File: config.mk
export PLATFORM = sky130hd
export DESIGN_NAME = clock_alarm
export DESIGN_NICKNAME = d
export VERILOG_FILES = /design/src/rtl/clock_pkg.sv /design/src/rtl/clock_prescaler.sv /design/src/rtl/clock_alarm.sv
export SDC_FILE = /design/constraint.sdc
export NUM_CORES = 1
export LEC_CHECK = 0
export ABC_AREA = 0
export BUFFER_PORTS_ARGS = -buffer_cell sky130_fd_sc_hd__clkbuf_2
export CORE_MARGIN = 2
export CORE_UTILIZATION = 50
export CTS_CLUSTER_SIZE = 30
export DETAILED_ROUTE_END_ITERATION = 6
export GPL_TIMING_DRIVEN = 0
export PLACE_DENSITY_LB_ADDON = 0.2
export SETUP_SLACK_MARGIN = 0.05
export SKIP_LAST_GASP = 1
export SLEW_MARGIN = 20
export SYNTH_ARGS = -nofsm -noshare
export SYNTH_HDL_FRONTEND = slang
export SYNTH_SLANG_ARGS = --single-unit
File: constraint.sdc
create_clock -name clk -period 2.6 [get_ports clk]
set_input_delay 0.52 -clock clk [delete_from_list [all_inputs] [get_ports clk]]
set_output_delay 0.52 -clock clk [all_outputs]
set_load 0.01 [all_outputs]
File: src/rtl/clock_pkg.sv
// Shared mode encodings, field limits and wrap helpers for the alarm clock.
package clock_pkg;
  localparam int FIELD_W = 6;
  localparam logic [FIELD_W-1:0] SEC_MAX = 6'd59;
  localparam logic [FIELD_W-1:0] MIN_MAX = 6'd59;

  typedef enum logic [2:0] {
    RUN    = 3'd0,
    SET_H  = 3'd1,
    SET_M  = 3'd2,
    SET_S  = 3'd3,
    SET_AH = 3'd4,
    SET_AM = 3'd5
  } mode_t;

  function automatic mode_t next_mode(input mode_t m);
    case (m)
      RUN:     next_mode = SET_H;
      SET_H:   next_mode = SET_M;
      SET_M:   next_mode = SET_S;
      SET_S:   next_mode = SET_AH;
      SET_AH:  next_mode = SET_AM;
      default: next_mode = RUN;
    endcase
  endfunction

  // One step up or down with wrap between 0 and max, no carry out.
  function automatic logic [FIELD_W-1:0] step_wrap(input logic [FIELD_W-1:0] v,
                                                   input logic [FIELD_W-1:0] max,
                                                   input logic up);
    if (up) step_wrap = (v == max) ? '0 : v + 1'b1;
    else    step_wrap = (v == '0) ? max : v - 1'b1;
  endfunction
endpackage

File: src/rtl/clock_prescaler.sv
// Divides clk down to a one-cycle tick every TICK_DIV cycles while enabled.
// Counter is held at 0 whenever disabled, so re-enabling restarts a full period.
module clock_prescaler #(
  parameter int TICK_DIV = 50_000_000
) (
  input  logic clk,
  input  logic rst,
  input  logic en,
  output logic tick
);
  localparam int CW = $clog2(TICK_DIV);
  localparam logic [CW-1:0] LAST = CW'(TICK_DIV - 1);

  logic [CW-1:0] cnt;

  assign tick = en && (cnt == LAST);

  always_ff @(posedge clk) begin
    if (rst || !en)      cnt <= '0;
    else if (cnt == LAST) cnt <= '0;
    else                 cnt <= cnt + 1'b1;
  end
endmodule

File: src/rtl/clock_alarm.sv
// Time-of-day clock with key-driven set modes and an auto-stopping alarm.
// Time fields update the cycle after a prescaler tick; key actions take effect on the rising-edge cycle.
module clock_alarm
  import clock_pkg::*;
#(
  parameter int TICK_DIV = 50_000_000,
  parameter int RING_SEC = 60,
  parameter int HOUR_MAX = 23
) (
  input  logic       clk,
  input  logic       rst,
  input  logic [3:0] key,
  output logic [5:0] hour,
  output logic [5:0] minu,
  output logic [5:0] seco,
  output logic       hour_vld,
  output logic       minu_vld,
  output logic       seco_vld,
  output logic [5:0] al_hour,
  output logic [5:0] al_minu,
  output logic       al_en,
  output logic       ring,
  output logic [2:0] mode
);
  localparam logic [FIELD_W-1:0] H_MAX = FIELD_W'(HOUR_MAX);
  localparam int RC_W = $clog2(RING_SEC + 1);
  localparam logic [RC_W-1:0] RING_LAST = RC_W'(RING_SEC - 1);

  mode_t            st;
  logic [3:0]       key_q;
  logic [3:0]       kedge;
  logic             tick;
  logic [RC_W-1:0]  ring_cnt;
  logic             carry_m, carry_h, match;
  logic [5:0]       seco_n, minu_n, hour_n;

  assign mode  = st;
  assign kedge = key & ~key_q;

  clock_prescaler #(.TICK_DIV(TICK_DIV)) u_prescaler (
    .clk  (clk),
    .rst  (rst),
    .en   (st == RUN),
    .tick (tick)
  );

  // Time as it will be after the pending tick, used for both update and alarm match.
  assign carry_m = (seco == SEC_MAX);
  assign carry_h = carry_m && (minu == MIN_MAX);
  assign seco_n  = step_wrap(seco, SEC_MAX, 1'b1);
  assign minu_n  = carry_m ? step_wrap(minu, MIN_MAX, 1'b1) : minu;
  assign hour_n  = carry_h ? step_wrap(hour, H_MAX, 1'b1) : hour;
  assign match   = al_en && (hour_n == al_hour) && (minu_n == al_minu) && (seco_n == '0);

  always_ff @(posedge clk) begin
    if (rst) begin
      st       <= RUN;
      key_q    <= '0;
      hour     <= '0;
      minu     <= '0;
      seco     <= '0;
      hour_vld <= 1'b0;
      minu_vld <= 1'b0;
      seco_vld <= 1'b0;
      al_hour  <= '0;
      al_minu  <= '0;
      al_en    <= 1'b0;
      ring     <= 1'b0;
      ring_cnt <= '0;
    end else begin
      key_q    <= key;
      hour_vld <= 1'b0;
      minu_vld <= 1'b0;
      seco_vld <= 1'b0;

      if (tick) begin
        seco     <= seco_n;
        seco_vld <= 1'b1;
        if (carry_m) begin
          minu     <= minu_n;
          minu_vld <= 1'b1;
        end
        if (carry_h) begin
          hour     <= hour_n;
          hour_vld <= 1'b1;
        end
        if (match) begin
          ring     <= 1'b1;
          ring_cnt <= '0;
        end else if (ring) begin
          if (ring_cnt == RING_LAST) ring <= 1'b0;
          else                       ring_cnt <= ring_cnt + 1'b1;
        end
      end

      // Only the highest-priority key edge of the cycle is acted on.
      if (kedge[0]) begin
        st   <= next_mode(st);
        ring <= 1'b0;
      end else if (kedge[3]) begin
        if (ring) begin
          ring <= 1'b0;
        end else begin
          al_en <= ~al_en;
          if (al_en) ring <= 1'b0;
        end
      end else if ((kedge[1] || kedge[2]) && st != RUN) begin
        case (st)
          SET_H: begin
            hour     <= step_wrap(hour, H_MAX, kedge[1]);
            hour_vld <= 1'b1;
          end
          SET_M: begin
            minu     <= step_wrap(minu, MIN_MAX, kedge[1]);
            minu_vld <= 1'b1;
          end
          SET_S: begin
            seco     <= step_wrap(seco, SEC_MAX, kedge[1]);
            seco_vld <= 1'b1;
          end
          SET_AH:  al_hour <= step_wrap(al_hour, H_MAX, kedge[1]);
          SET_AM:  al_minu <= step_wrap(al_minu, MIN_MAX, kedge[1]);
          default: ;
        endcase
      end
    end
  end
endmodule

==> results.py <==
metrics = {
    "finish": {
        "syn_to_final_growth_pct": 19.9,
        "final_layout_size_suffix_gt1_share_pct": 19.8,
        "finalInstanceArea_sq_um": 6020,
        "final_cell_count_no_fill": 880,
        "antennaDiodeCount": 0,
        "final_nets": 766,
        "fillers": 902,
        "fin_util_pct": 61.6,
    },
    "drt": {
        "wl_per_cell_microns": 17.1,
        "first_pass_iters": 6,
        "ant_nets": 0,
        "vias": 5335,
        "drc": 0,
        "drt-initial-drc-count": 362,
        "wl_microns": 15000,
        "via_per_inst": 6.06,
    },
    "logic_synthesis": {
        "syn_area_sq_um": 5020,
        "synthArstFlopShare_pct": 0,
        "synth_compound_area_share_pct": 19.0,
        "synth_xor_xnor_area_share_pct": 9.07,
        "synthCells": 666,
        "synth_flop_cell": "dfxtp_1",
        "synth_cell_type_count": 61,
        "synth_top_family_by_area": "simple AND/OR/NAND/NOR gates",
        "syn-num-nets": 690,
        "seq_area_frac_synth_pct": 29.5,
        "syn_avg_cell_area_sq_um": 7.54,
        "synth_edf_count": 0,
        "synth.area.mux_share_pct": 1.82,
        "yosysWarnings": 0,
        "yosys.area_share.simple_pct": 30.7,
        "synth_seq_cells": 74,
        "synth_adder_area_share_pct": 4.49,
    },
    "timing": {
        "fin_crit_sh_pct": 95.7,
        "max_slew.worst_pin.slew_ns": 0.733,
        "setup_tns_ns": 0,
        "period_needed_ns": 2.49,
        "setup_viol": 0,
        "timing.fmax_mhz": 402,
        "grt_setup_unrepaired": "true",
        "finClkSkew_ns": 0.0154,
        "drv_slew": 0,
        "relSlewSlack_pct": 51.1,
        "hold_violations": 0,
    },
    "die": {
        "rows": 36,
        "fp.dieH_microns": 104,
        "initial_core_util_pct": 51.4,
        "pin_count": 44,
        "core_area_sq_um": 9770,
        "fp.dieW_microns": 104,
        "die-area_sq_um": 10900,
    },
    "cts": {
        "cts_tree": "done",
        "cts_buffers": 9,
        "cts_buffer_depth": 2,
        "clk_pin_slew_worst_paths_ns": 0.08,
        "clock_sinks": 74,
        "htree_levels": 3,
        "root_buffer": "clkbuf_8",
        "clk_latency_ns": 0.36,
    },
    "power": {
        "cellLeakagePower_uw": 0.00230,
        "powerDensity_nw_per_um2": 400,
        "vdd_drop_max_v": 0.000241,
        "power.total_uw": 2410,
    },
    "placement": {
        "post_dp_cell_area_sq_um": 5420,
        "port_buffers": 43,
        "placedCellCount": 842,
        "hpwl_microns": 10400,
        "place_congestion": 0.977,
    },
    "global_routing": {
        "track_usage_pct": 27.5,
        "antenna_found_initial": 0,
        "overflow": 0,
        "grt_pass1_wl_microns": 24300,
        "grt_pass1_vias": 4857,
        "grt_max_degree": 14,
    },
    "worst_setup_path": {
        "start_kind": "register",
        "cp-end-kind": "register",
        "critPathArrivalTime_ns": 2.79,
        "path_max_fanout": 5,
        "path_class": "register to register",
        "crit_required_ns": 2.90,
        "rrSetupSlack_ns": 0.11,
    },
    "worst_hold_path": {
        "hp-class": "primary input to register",
    },
    "flow_run": {
        "drv_cap": 0,
    },
    "run_status": {
        "status": "finished, final reports clean",
    },
}
[area by class of cell]
| cell class | instances | area [sq um] | share of cell area, % |
|---|---|---|---|
| buffer | 48 | 223 | 3.70 |
| inverter | 21 | 78.8 | 1.31 |
| clock buffer | 10 | 128 | 2.12 |
| clock inverter | 6 | 65.1 | 1.08 |
| multi-input combinational | 523 | 3460 | 57.6 |
| tap | 133 | 166 | 2.76 |
| timing repair buffer | 65 | 384 | 6.38 |
| sequential | 74 | 1510 | 25.1 |
[report_power, final]
part           internal [uW]  switching, uW  total, uW
Clock                    445            464        909
Combinational            115            208        322
Sequential              1150           23.2       1170
Total                   1710            695       2410
[cells by family (layout without fill, tap and decap cells)]
| group | after synthesis | count (layout) |
|---|---|---|
| buffers and inverters | 69 | 150 |
| xor gates and xnor gates | 52 | 52 |
| and+or+nand+nor | 290 | 290 |
| DFF | 74 | 74 |
| AOI/OAI and AO/OA | 154 | 154 |
| muxes | 9 | 9 |
| adders and majority gates | 18 | 18 |
[repair_timing]
action | CTS | global route
hold buffers | 0 | 0
resized for setup | 27 | 50
setup endpoints to repair | 16 | 26
pin swaps | 7 | 9
buffers inserted | 7 | 15
[synthesized netlist by cell type, types with 9 or more instances]
master	instances	area [sq um]
nor2_1	77	289
dfxtp_1	74	1480
nand2_1	53	199
a21oi_1	48	240
o21ai_0	39	195
clkbuf_1	38	143
nor3_1	30	150
xor2_1	28	245
nand3_1	25	125
xnor2_1	24	210
inv_1	21	78.8
ha_1	18	225
o211ai_1	13	97.6
nand4_1	12	75.1
or3_1	12	75.1
a211oi_1	11	82.6
nor2b_1	10	62.6
and2_1	9	56.3
[routing by layer]
metal	global-route usage (%)	wire length, microns
met5	0	0
met4	10.6	431
met3	5.39	1050
met2	44.5	7070
met1	36.2	6480
[state kept, by name (all words and copies together) (netlist names), 3 cells and up]
name             cells
u_prescaler.cnt     26
al_hour              6
al_minu              6
hour                 6
minu                 6
ring_cnt             6
seco                 6
key_q                4
mode                 3
[placed cells by master, fill, tap and decap left out, types with 4 or more instances in the layout]
master    instances
a21oi_1          47
o22ai_1           5
nor4_4            4
o21ai_0          38
nor3b_1           7
xnor2_1          23
nand4_1          12
clkbuf_2         52
inv_1            21
nor2_1           76
a22oi_1           4
o221ai_1          4
buf_4            22
xor2_1           28
nor2b_1          10
a31oi_1           5
and2_1            9
nand3_1          24
or3_1            10
a211oi_1         11
nand2_1          53
nor3_1           27
dfxtp_1          59
clkbuf_8          9
dfxtp_4           4
dfxtp_2          11
mux2i_1           7
nand4b_1          6
o211ai_1         13
nand2b_1          7
and3_1            8
ha_1             14
clkbuf_1         30
a221oi_1          4
[path summary, 6_finish.rpt]
path,cells after the start,startpoint,endpoint
worst max-delay path,9,minu[0],ring
worst min-delay path,2,key[2],key_q[2]
worst max register to register,9,minu[0],ring
worst min register to register,1,u_prescaler.cnt[0],u_prescaler.cnt[0]
[critical path, stage by stage, from the launching register on]
cell and delay [ns]:
dfxtp_4 0.38, ha_4 0.16, nand4_4 0.14, nor4_4 0.27, buf_4 0.17, mux2i_1 0.18, mux2i_1 0.15, a211o_1 0.34
or4b_4 0.55, o21ai_2 0.06
[metrics by stage]
stage          hold slack, ns  setup slack (ns)
2_1_floorplan           0.442            0.0596
3_3_place_gp            0.465            -0.346
3_5_place_dp            0.466            -0.362
4_1_cts                 0.371            0.0323
5_1_grt                 0.364           -0.0252
6_report                0.383             0.111
Power figures use the tool's default switching activity.
